### config.mk
export PLATFORM = sky130hd
export DESIGN_NAME = multichannel_demodulator
export DESIGN_NICKNAME = d
export VERILOG_FILES = /design/src/rtl/multichannel_demodulator.sv
export SDC_FILE = /design/constraint.sdc
export NUM_CORES = 2
export LEC_CHECK = 0
export ABC_AREA = 1
export CAP_MARGIN = 20
export CORE_MARGIN = 10
export CORE_UTILIZATION = 30
export DETAILED_ROUTE_END_ITERATION = 16
export MAX_ROUTING_LAYER = met4
export SLEW_MARGIN = 5
export SYNTH_ARGS = -nofsm -noshare
export SYNTH_HDL_FRONTEND = slang
export SYNTH_SLANG_ARGS = --single-unit
### constraint.sdc
create_clock -name clk -period 6.2 [get_ports clk]
set_input_delay 0.93 -clock clk [delete_from_list [all_inputs] [get_ports clk]]
set_output_delay 0.93 -clock clk [all_outputs]
set_load 0.01 [all_outputs]
### src/rtl/multichannel_demodulator.sv
// Multichannel I/Q demodulator: per-channel block accumulation of s*cos / s*sin
// followed by an alpha-max/beta-min magnitude. Optional DEMOD_IQ_OUT_EN exports the block sums.
module multichannel_demodulator #(
  parameter int WIDTH_DATA    = 10,
  parameter int WIDTH_SIN_COS = 9,
  parameter int CHANNELS      = 4,
  parameter int WIDTH_CH      = 2,
  parameter int LOG2_N        = 6,
  parameter int WIDTH_AMP     = 10,
  localparam int PROD_W       = WIDTH_DATA + WIDTH_SIN_COS,
  localparam int ACC_W        = PROD_W + LOG2_N
) (
  input  logic                            clk,
  input  logic                            rst_n,
  input  logic                            en,
  input  logic [WIDTH_DATA-1:0]           data,
  input  logic [WIDTH_CH-1:0]             ch,
  input  logic signed [WIDTH_SIN_COS-1:0] sin,
  input  logic signed [WIDTH_SIN_COS-1:0] cos,
  input  logic                            restart,
  output logic [WIDTH_AMP-1:0]            amp,
  output logic [WIDTH_CH-1:0]             amp_ch,
  output logic                            amp_valid,
  output logic                            err_ch
`ifdef DEMOD_IQ_OUT_EN
  ,
  output logic signed [ACC_W-1:0]         i_sum,
  output logic signed [ACC_W-1:0]         q_sum
`endif
);

  logic                     ch_ok;
  logic signed [WIDTH_DATA-1:0] s_smp;
  logic signed [PROD_W-1:0] prod_i, prod_q;

  logic                     s1_valid_q, s1_valid_d;
  logic [WIDTH_CH-1:0]      s1_ch_q, s1_ch_d;
  logic signed [PROD_W-1:0] p_i_q, p_i_d, p_q_q, p_q_d;
  logic                     err_ch_q, err_ch_d;

  logic [LOG2_N-1:0]        cnt_q   [CHANNELS];
  logic [LOG2_N-1:0]        cnt_d   [CHANNELS];
  logic signed [ACC_W-1:0]  acc_i_q [CHANNELS];
  logic signed [ACC_W-1:0]  acc_i_d [CHANNELS];
  logic signed [ACC_W-1:0]  acc_q_q [CHANNELS];
  logic signed [ACC_W-1:0]  acc_q_d [CHANNELS];
  logic signed [ACC_W-1:0]  dump_i_q, dump_i_d, dump_q_q, dump_q_d;
  logic [WIDTH_CH-1:0]      dump_ch_q, dump_ch_d;
  logic                     dump_valid_q, dump_valid_d;

  logic [ACC_W-1:0]         abs_i, abs_q, mx, mn, mag;
  logic [WIDTH_AMP-1:0]     amp_q, amp_d;
  logic [WIDTH_CH-1:0]      amp_ch_q, amp_ch_d;
  logic                     amp_valid_q, amp_valid_d;
`ifdef DEMOD_IQ_OUT_EN
  logic signed [ACC_W-1:0]  i_sum_q, i_sum_d, q_sum_q, q_sum_d;
`endif

  // Offset-binary to two's complement is just an MSB flip.
  always_comb begin
    ch_ok  = int'(ch) < CHANNELS;
    s_smp  = $signed({~data[WIDTH_DATA-1], data[WIDTH_DATA-2:0]});
    prod_i = PROD_W'(s_smp) * PROD_W'(cos);
    prod_q = PROD_W'(s_smp) * PROD_W'(sin);
  end

  always_comb begin
    s1_valid_d = en & ch_ok & ~restart;
    s1_ch_d    = en ? ch : s1_ch_q;
    p_i_d      = en ? prod_i : p_i_q;
    p_q_d      = en ? prod_q : p_q_q;
    err_ch_d   = restart ? 1'b0 : (err_ch_q | (en & ~ch_ok));
  end

  // Only the matching channel moves; the last sample of a block goes straight into the dump.
  always_comb begin
    dump_i_d     = dump_i_q;
    dump_q_d     = dump_q_q;
    dump_ch_d    = dump_ch_q;
    dump_valid_d = 1'b0;
    for (int c = 0; c < CHANNELS; c++) begin
      cnt_d[c]   = cnt_q[c];
      acc_i_d[c] = acc_i_q[c];
      acc_q_d[c] = acc_q_q[c];
      if (restart) begin
        cnt_d[c]   = '0;
        acc_i_d[c] = '0;
        acc_q_d[c] = '0;
      end else if (s1_valid_q && s1_ch_q == WIDTH_CH'(c)) begin
        if (cnt_q[c] == {LOG2_N{1'b1}}) begin
          dump_i_d     = acc_i_q[c] + ACC_W'(p_i_q);
          dump_q_d     = acc_q_q[c] + ACC_W'(p_q_q);
          dump_ch_d    = s1_ch_q;
          dump_valid_d = 1'b1;
          cnt_d[c]     = '0;
          acc_i_d[c]   = '0;
          acc_q_d[c]   = '0;
        end else begin
          cnt_d[c]   = cnt_q[c] + LOG2_N'(1);
          acc_i_d[c] = acc_i_q[c] + ACC_W'(p_i_q);
          acc_q_d[c] = acc_q_q[c] + ACC_W'(p_q_q);
        end
      end
    end
  end

  // mag ~= max + 3/8 min.
  always_comb begin
    abs_i       = dump_i_q[ACC_W-1] ? ACC_W'(-dump_i_q) : ACC_W'(dump_i_q);
    abs_q       = dump_q_q[ACC_W-1] ? ACC_W'(-dump_q_q) : ACC_W'(dump_q_q);
    mx          = (abs_i >= abs_q) ? abs_i : abs_q;
    mn          = (abs_i >= abs_q) ? abs_q : abs_i;
    mag         = mx + (mn >> 2) + (mn >> 3);
    amp_valid_d = dump_valid_q & ~restart;
    amp_d       = amp_valid_d ? mag[ACC_W-1 -: WIDTH_AMP] : amp_q;
    amp_ch_d    = amp_valid_d ? dump_ch_q : amp_ch_q;
`ifdef DEMOD_IQ_OUT_EN
    i_sum_d     = amp_valid_d ? dump_i_q : i_sum_q;
    q_sum_d     = amp_valid_d ? dump_q_q : q_sum_q;
`endif
  end

  always_ff @(posedge clk or negedge rst_n) begin
    if (!rst_n) begin
      s1_valid_q   <= 1'b0;
      s1_ch_q      <= '0;
      p_i_q        <= '0;
      p_q_q        <= '0;
      err_ch_q     <= 1'b0;
      for (int c = 0; c < CHANNELS; c++) begin
        cnt_q[c]   <= '0;
        acc_i_q[c] <= '0;
        acc_q_q[c] <= '0;
      end
      dump_i_q     <= '0;
      dump_q_q     <= '0;
      dump_ch_q    <= '0;
      dump_valid_q <= 1'b0;
      amp_q        <= '0;
      amp_ch_q     <= '0;
      amp_valid_q  <= 1'b0;
`ifdef DEMOD_IQ_OUT_EN
      i_sum_q      <= '0;
      q_sum_q      <= '0;
`endif
    end else begin
      s1_valid_q   <= s1_valid_d;
      s1_ch_q      <= s1_ch_d;
      p_i_q        <= p_i_d;
      p_q_q        <= p_q_d;
      err_ch_q     <= err_ch_d;
      for (int c = 0; c < CHANNELS; c++) begin
        cnt_q[c]   <= cnt_d[c];
        acc_i_q[c] <= acc_i_d[c];
        acc_q_q[c] <= acc_q_d[c];
      end
      dump_i_q     <= dump_i_d;
      dump_q_q     <= dump_q_d;
      dump_ch_q    <= dump_ch_d;
      dump_valid_q <= dump_valid_d;
      amp_q        <= amp_d;
      amp_ch_q     <= amp_ch_d;
      amp_valid_q  <= amp_valid_d;
`ifdef DEMOD_IQ_OUT_EN
      i_sum_q      <= i_sum_d;
      q_sum_q      <= q_sum_d;
`endif
    end
  end

  assign amp       = amp_q;
  assign amp_ch    = amp_ch_q;
  assign amp_valid = amp_valid_q;
  assign err_ch    = err_ch_q;
`ifdef DEMOD_IQ_OUT_EN
  assign i_sum     = i_sum_q;
  assign q_sum     = q_sum_q;
`endif

endmodule

Word-level counts from Yosys, hierarchy flattened
Index checks and enable logic that the tools add are counted.
{ "totals": {"register_bits": 331, "in_bits": 34, "out_inout_bits": 14, "word_cells": 150} }
{ "classes": {"addsub": 16, "multipliers": 2, "magnitude_cmp": 1, "eq_ne": 7, "mux": 88, "n_bitwise": 4, "reduce_logical": 9} }
{ "op_table": {"columns": ["op", "n"], "rows": [
  ["25-bit two-way mux", 52],
  ["25-bit by 19-bit adder with 25-bit output", 8],
  ["6-bit two-way mux", 12],
  ["25-bit negator", 2],
  ["10-bit by 9-bit multiplier with 19-bit output", 2],
  ["25-bit by 22-bit adder with 25-bit output", 1],
  ["25-bit by 23-bit adder with 25-bit output", 1],
  ["25-bit greater-or-equal comparator", 1],
  ["6-bit by 1-bit adder with 6-bit output (second input constant)", 4],
  ["6-bit equality test (second input constant)", 4],
  ["2-bit two-way mux", 12],
  ["1-bit two-way mux", 12],
  ["2-bit nonzero test", 4],
  ["2-bit equality test (second input constant)", 2],
  ["1-bit logical AND", 4],
  ["1-bit bitwise AND", 2],
  ["2-bit by 1-bit equality test with 1-bit output (second input constant)", 1],
  ["2-bit logical NOT", 1],
  ["1-bit NOT", 2]
]} }

Depth between registers and ports, before layout
{ "logic_depth": {"word_depth": 13, "depth_mapped": 41, "mapped_depth_nobuf": 41} }

Least setup slack after synthesis
No wires, ideal clock.
{ "synth_timing": {"kind": "input to register", "from": "in data[8]", "to": "reg p_i_q[17]", "setup_ns": 0.136, "arrival_time_ns": 6.001, "t_required_ns": 6.064, "slack_ns": 0.063, "stages": 24, "path_buffers": 2, "cell_sequence": "clkbuf_1 clkbuf_1 nand2_1 fa_1 inv_1 fa_1 fa_1 fa_1 fa_1 ha_1 inv_1 o31ai_1 inv_1 nor2_1 nor2_1 o21bai_1 a21oi_1 o21bai_1 a21oi_1 o21bai_1 a21oi_1 o21ai_0 xor2_1 o21ai_0"} }
{ "synth_between": {"elab_chain_len": 1} }
{ "synth_lines": {"columns": ["item", "line", "rtl"], "rows": [
  ["start: declaration", "16", "input logic [WIDTH_DATA-1:0] data,"],
  ["10-bit by 9-bit multiplier with 19-bit output", "63", "prod_i = PROD_W'(s_smp) * PROD_W'(cos);"],
  ["end signal: assignment", "149", "p_i_q <= p_i_d;"],
  ["end: declaration", "38", "logic signed [PROD_W-1:0] p_i_q, p_i_d, p_q_q, p_q_d;"]
]} }
Every way passes these cells.
A chain may end at the register's enable or synchronous reset.

Worst setup path after layout
{ "layout_timing": {"from": "in data[8]", "to": "reg p_i_q[18]"} }
Same word-level chain as after synthesis.

==> impl_metrics.py <==
metrics = {
    "route": {
        "firstDrtPassIters": 5,
        "vias_per_cell": 4.82,
        "routed_wl_mm": 89.7,
        "num_vias": 27085,
        "first_iter_violations": 1924,
        "drc": 0,
        "wl_per_cell_um": 16.0,
        "ant_nets": 0,
    },
    "worst_setup_path": {
        "rr_worst_depth": 37,
        "crit_fanout": 4,
        "arrival_ns": 6.25,
        "rr_startpoint": "dump_i_q[4]$_DFF_PN0_",
        "end_kind": "register",
        "path_common_cell": "fa_1",
        "slowest_delay_ns": 0.59,
        "worstSetupPathType": "input port to register",
        "required_ns": 6.70,
        "startpoint_type": "input port",
        "cp_slowest_cell": "fa_1",
        "r2r_end": "amp[3]$_DFFE_PN0P_",
        "path_cells": "clkdlybuf4s50_1, nand2_1, fa_1, inv_1, fa_1, fa_1, fa_1, fa_1, ha_1, inv_1, buf_4, nor2_1, nor2_1, o21bai_1, a21oi_1, nor2_1, nor2_1, o31ai_1, a21oi_1, o21bai_1, a31oi_1, xor2_1, o21ai_0",
        "ff2ff_setup_slack_ns": 0.48,
    },
    "synthesis": {
        "syn_area_mm2": 0.0318,
        "synth_cell_types": 59,
        "synth.net_count": 4624,
        "ys_dominant_reg_cell": "dfrtp_1",
        "seq_area_frac_synth_pct": 26.1,
        "syn_area_per_cell_um2": 7.77,
        "yosys.area.top_type_share_pct": 26.1,
        "syn_inst": 4088,
        "ys_ff_latch": 331,
        "synth_edf_count": 0,
        "async_reset_ff_share_pct": 100,
        "yosys_warnings": 0,
        "yosys.area.top_type": "dfrtp_1",
        "synth_common_cells": "nand2_1, inv_1, dfrtp_1",
        "synth_most_common_cell": "nand2_1",
        "synth_area_leaders": "dfrtp_1, ha_1, nand2_1",
    },
    "clock_network": {
        "insertion_delay_ns": 0.59,
        "htree_levels": 2,
        "cts_inserted_buffers": 41,
        "path_clk_slew_ns": 0.06,
        "cts.sinks": 331,
        "clockRootBuffer": "clkbuf_16",
        "clk_path_buf_depth": 3,
        "cts_tree": "built",
    },
    "finish": {
        "nets": 4725,
        "post-route-util_pct": 34.4,
        "final_cell_area_mm2": 0.0362,
        "layout-drive-gt1-share_pct": 7.77,
        "syn_to_final_growth_pct": 14.0,
        "stdcell_count": 5615,
    },
    "place": {
        "dpl-instance-area_mm2": 0.0346,
        "hpwl_mm": 69.0,
        "dp_cells": 5535,
        "pre_cts_slack_ns": -0.211,
        "globalplace.congestion": 0.911,
        "io_buffers": 46,
    },
    "power": {
        "leakagePower_nw": 18.5,
        "p_per_area_mw_per_mm2": 370,
        "peakVddDrop_v": 0.000260,
    },
    "sta": {
        "setup_viol": 0,
        "skew_ns": 0.0233,
        "tightestPinTransition_ns": 1.04,
        "fin_ws_ns": 0.446,
        "maxSlewHeadroom_pct": 30.0,
        "min_period_ns": 5.75,
        "finalCritPeriodShare_pct": 92.8,
        "drv_slew": 0,
        "fmaxAchievable_mhz": 174,
        "hold_viol": 0,
    },
    "floorplan": {
        "die_w_um": 345,
        "fp.dieArea_mm2": 0.119,
        "start_util_pct": 30.2,
        "die_h_um": 345,
        "core_mm2": 0.105,
        "row_count": 119,
        "io_pins": 48,
    },
    "grt": {
        "grt_pass1_wl_mm": 146,
        "grt_max_degree": 102,
        "grt_overflow": 0,
        "antenna_found_initial": 3,
        "track_usage_pct": 15.2,
        "grt_pass1_vias": 26851,
    },
    "run_status": {
        "outcome": "complete, no violations",
    },
    "min_path": {
        "worstHoldPathType": "input port to asynchronous set/reset pin",
    },
    "job": {
        "cap_viol_max_count": 0,
    },
}
metrics by stage:
step                TNS (ns)  hold WS, ns  total power [mW]
floorplan                  0        0.442              8.35
global placement      -0.482        0.468              10.6
detailed placement    -0.811        0.475              10.7
CTS                        0        0.445              13.4
global route        -0.00826        0.476              14.8
finish                     0        0.389              13.4
area by class of cell:
cell class                 instances  area, um^2
sequential                       331        8280
fill                           11037       69000
inverter                         585        2200
clock buffer                      62        1260
tap                             1391        1740
timing repair buffer             196        1660
multi-input combinational       3034       20900
antenna                            2        5.00
clock inverter                    14         199
how the worst max path moves through the flow:
stage | endpoint | start | slack, ns | cells after the start
after floorplan | p_i_q[17]$_DFFE_PN0P_ | data[8] | 0.06 | 24
after global placement | p_i_q[17]$_DFFE_PN0P_ | cos[1] | -0.20 | 24
after detailed placement | p_i_q[17]$_DFFE_PN0P_ | data[8] | -0.21 | 23
after CTS | amp[7]$_DFFE_PN0P_ | dump_i_q[4]$_DFF_PN0_ | 0.22 | 32
after global routing | amp[5]$_DFFE_PN0P_ | dump_i_q[4]$_DFF_PN0_ | -0.007 | 40
final | p_i_q[18]$_DFFE_PN0P_ | data[8] | 0.45 | 23
layout by cell type, fill, tap and decap left out, types with 26 or more instances in the layout:
master           synthesis  routed
o21ai_0                322     313
o211ai_1                57      57
buf_4                    2     143
a22o_1                  29      29
inv_1                  569     568
nor2_1                 146     140
dfrtp_1                331     331
xor2_1                 168     168
fa_1                   175     175
o21ai_1                 52      56
o221ai_1                29      29
a21oi_1                265     264
nand3_1                127     127
clkbuf_16                0      42
o21bai_1                26      26
nor3_1                  44      40
clkdlybuf4s50_1          0      45
ha_1                   327     327
nand2_1                975     974
xnor2_1                 95      95
flip-flops by register name, indices dropped and copies added, names as in the netlist:
signal	cells
amp_valid	1
p_q_q	19
p_i_q	19
dump_valid_q	1
acc_i_q	100
acc_q_q	100
s1_ch_q	2
amp_ch	2
cnt_q	24
s1_valid_q	1
dump_i_q	25
dump_ch_q	2
dump_q_q	25
amp	10
power breakdown:
| group | switching [mW] | leakage (nW) | internal (mW) |
|---|---|---|---|
| logic | 4.67 | 13.4 | 3.32 |
| registers | 0.395 | 4.36 | 2.40 |
| clock network | 1.05 | 0.720 | 1.57 |
| total | 6.11 | 18.5 | 7.30 |
logic make-up (layout without fill, tap and decap cells):
kind of cell               Yosys count  after routing  share of synthesized area, %
and+or+nand+nor                   1375           1375                          17.8
AOI/OAI and AO/OA                  893            893                          16.4
buffers and inverters              723            857                          8.59
adders and majority gates          502            502                          23.9
DFF                                331            331                          26.1
xor gates and xnor gates           263            263                          7.25
other                                1              3                        0.0118
critical path, delay by kind of cell:
family / cells / cell delay [ns]
AO/OA/AOI/OAI: 7 / 1.11
XOR/XNOR: 1 / 0.15
adder cells (fa/ha/maj): 6 / 2.80
buffers and inverters: 4 / 0.81
AND/OR/NAND/NOR: 5 / 0.45
layer usage:
metal  GRT usage, %  vias up  wire [um]
li1               -    13573          -
met1           20.7    12831      43600
met2           23.8      586      40000
met3           2.05       95       4560
met4           3.05        0       1520
met5              -        -          0
repair_timing:
action | in CTS | in global routing
setup buffers | 0 | 1
gates resized for setup | 0 | 31
hold buffers | 0 | 0
setup endpoints to repair | 0 | 12
Note: power is estimated with default switching activity, not from simulation.
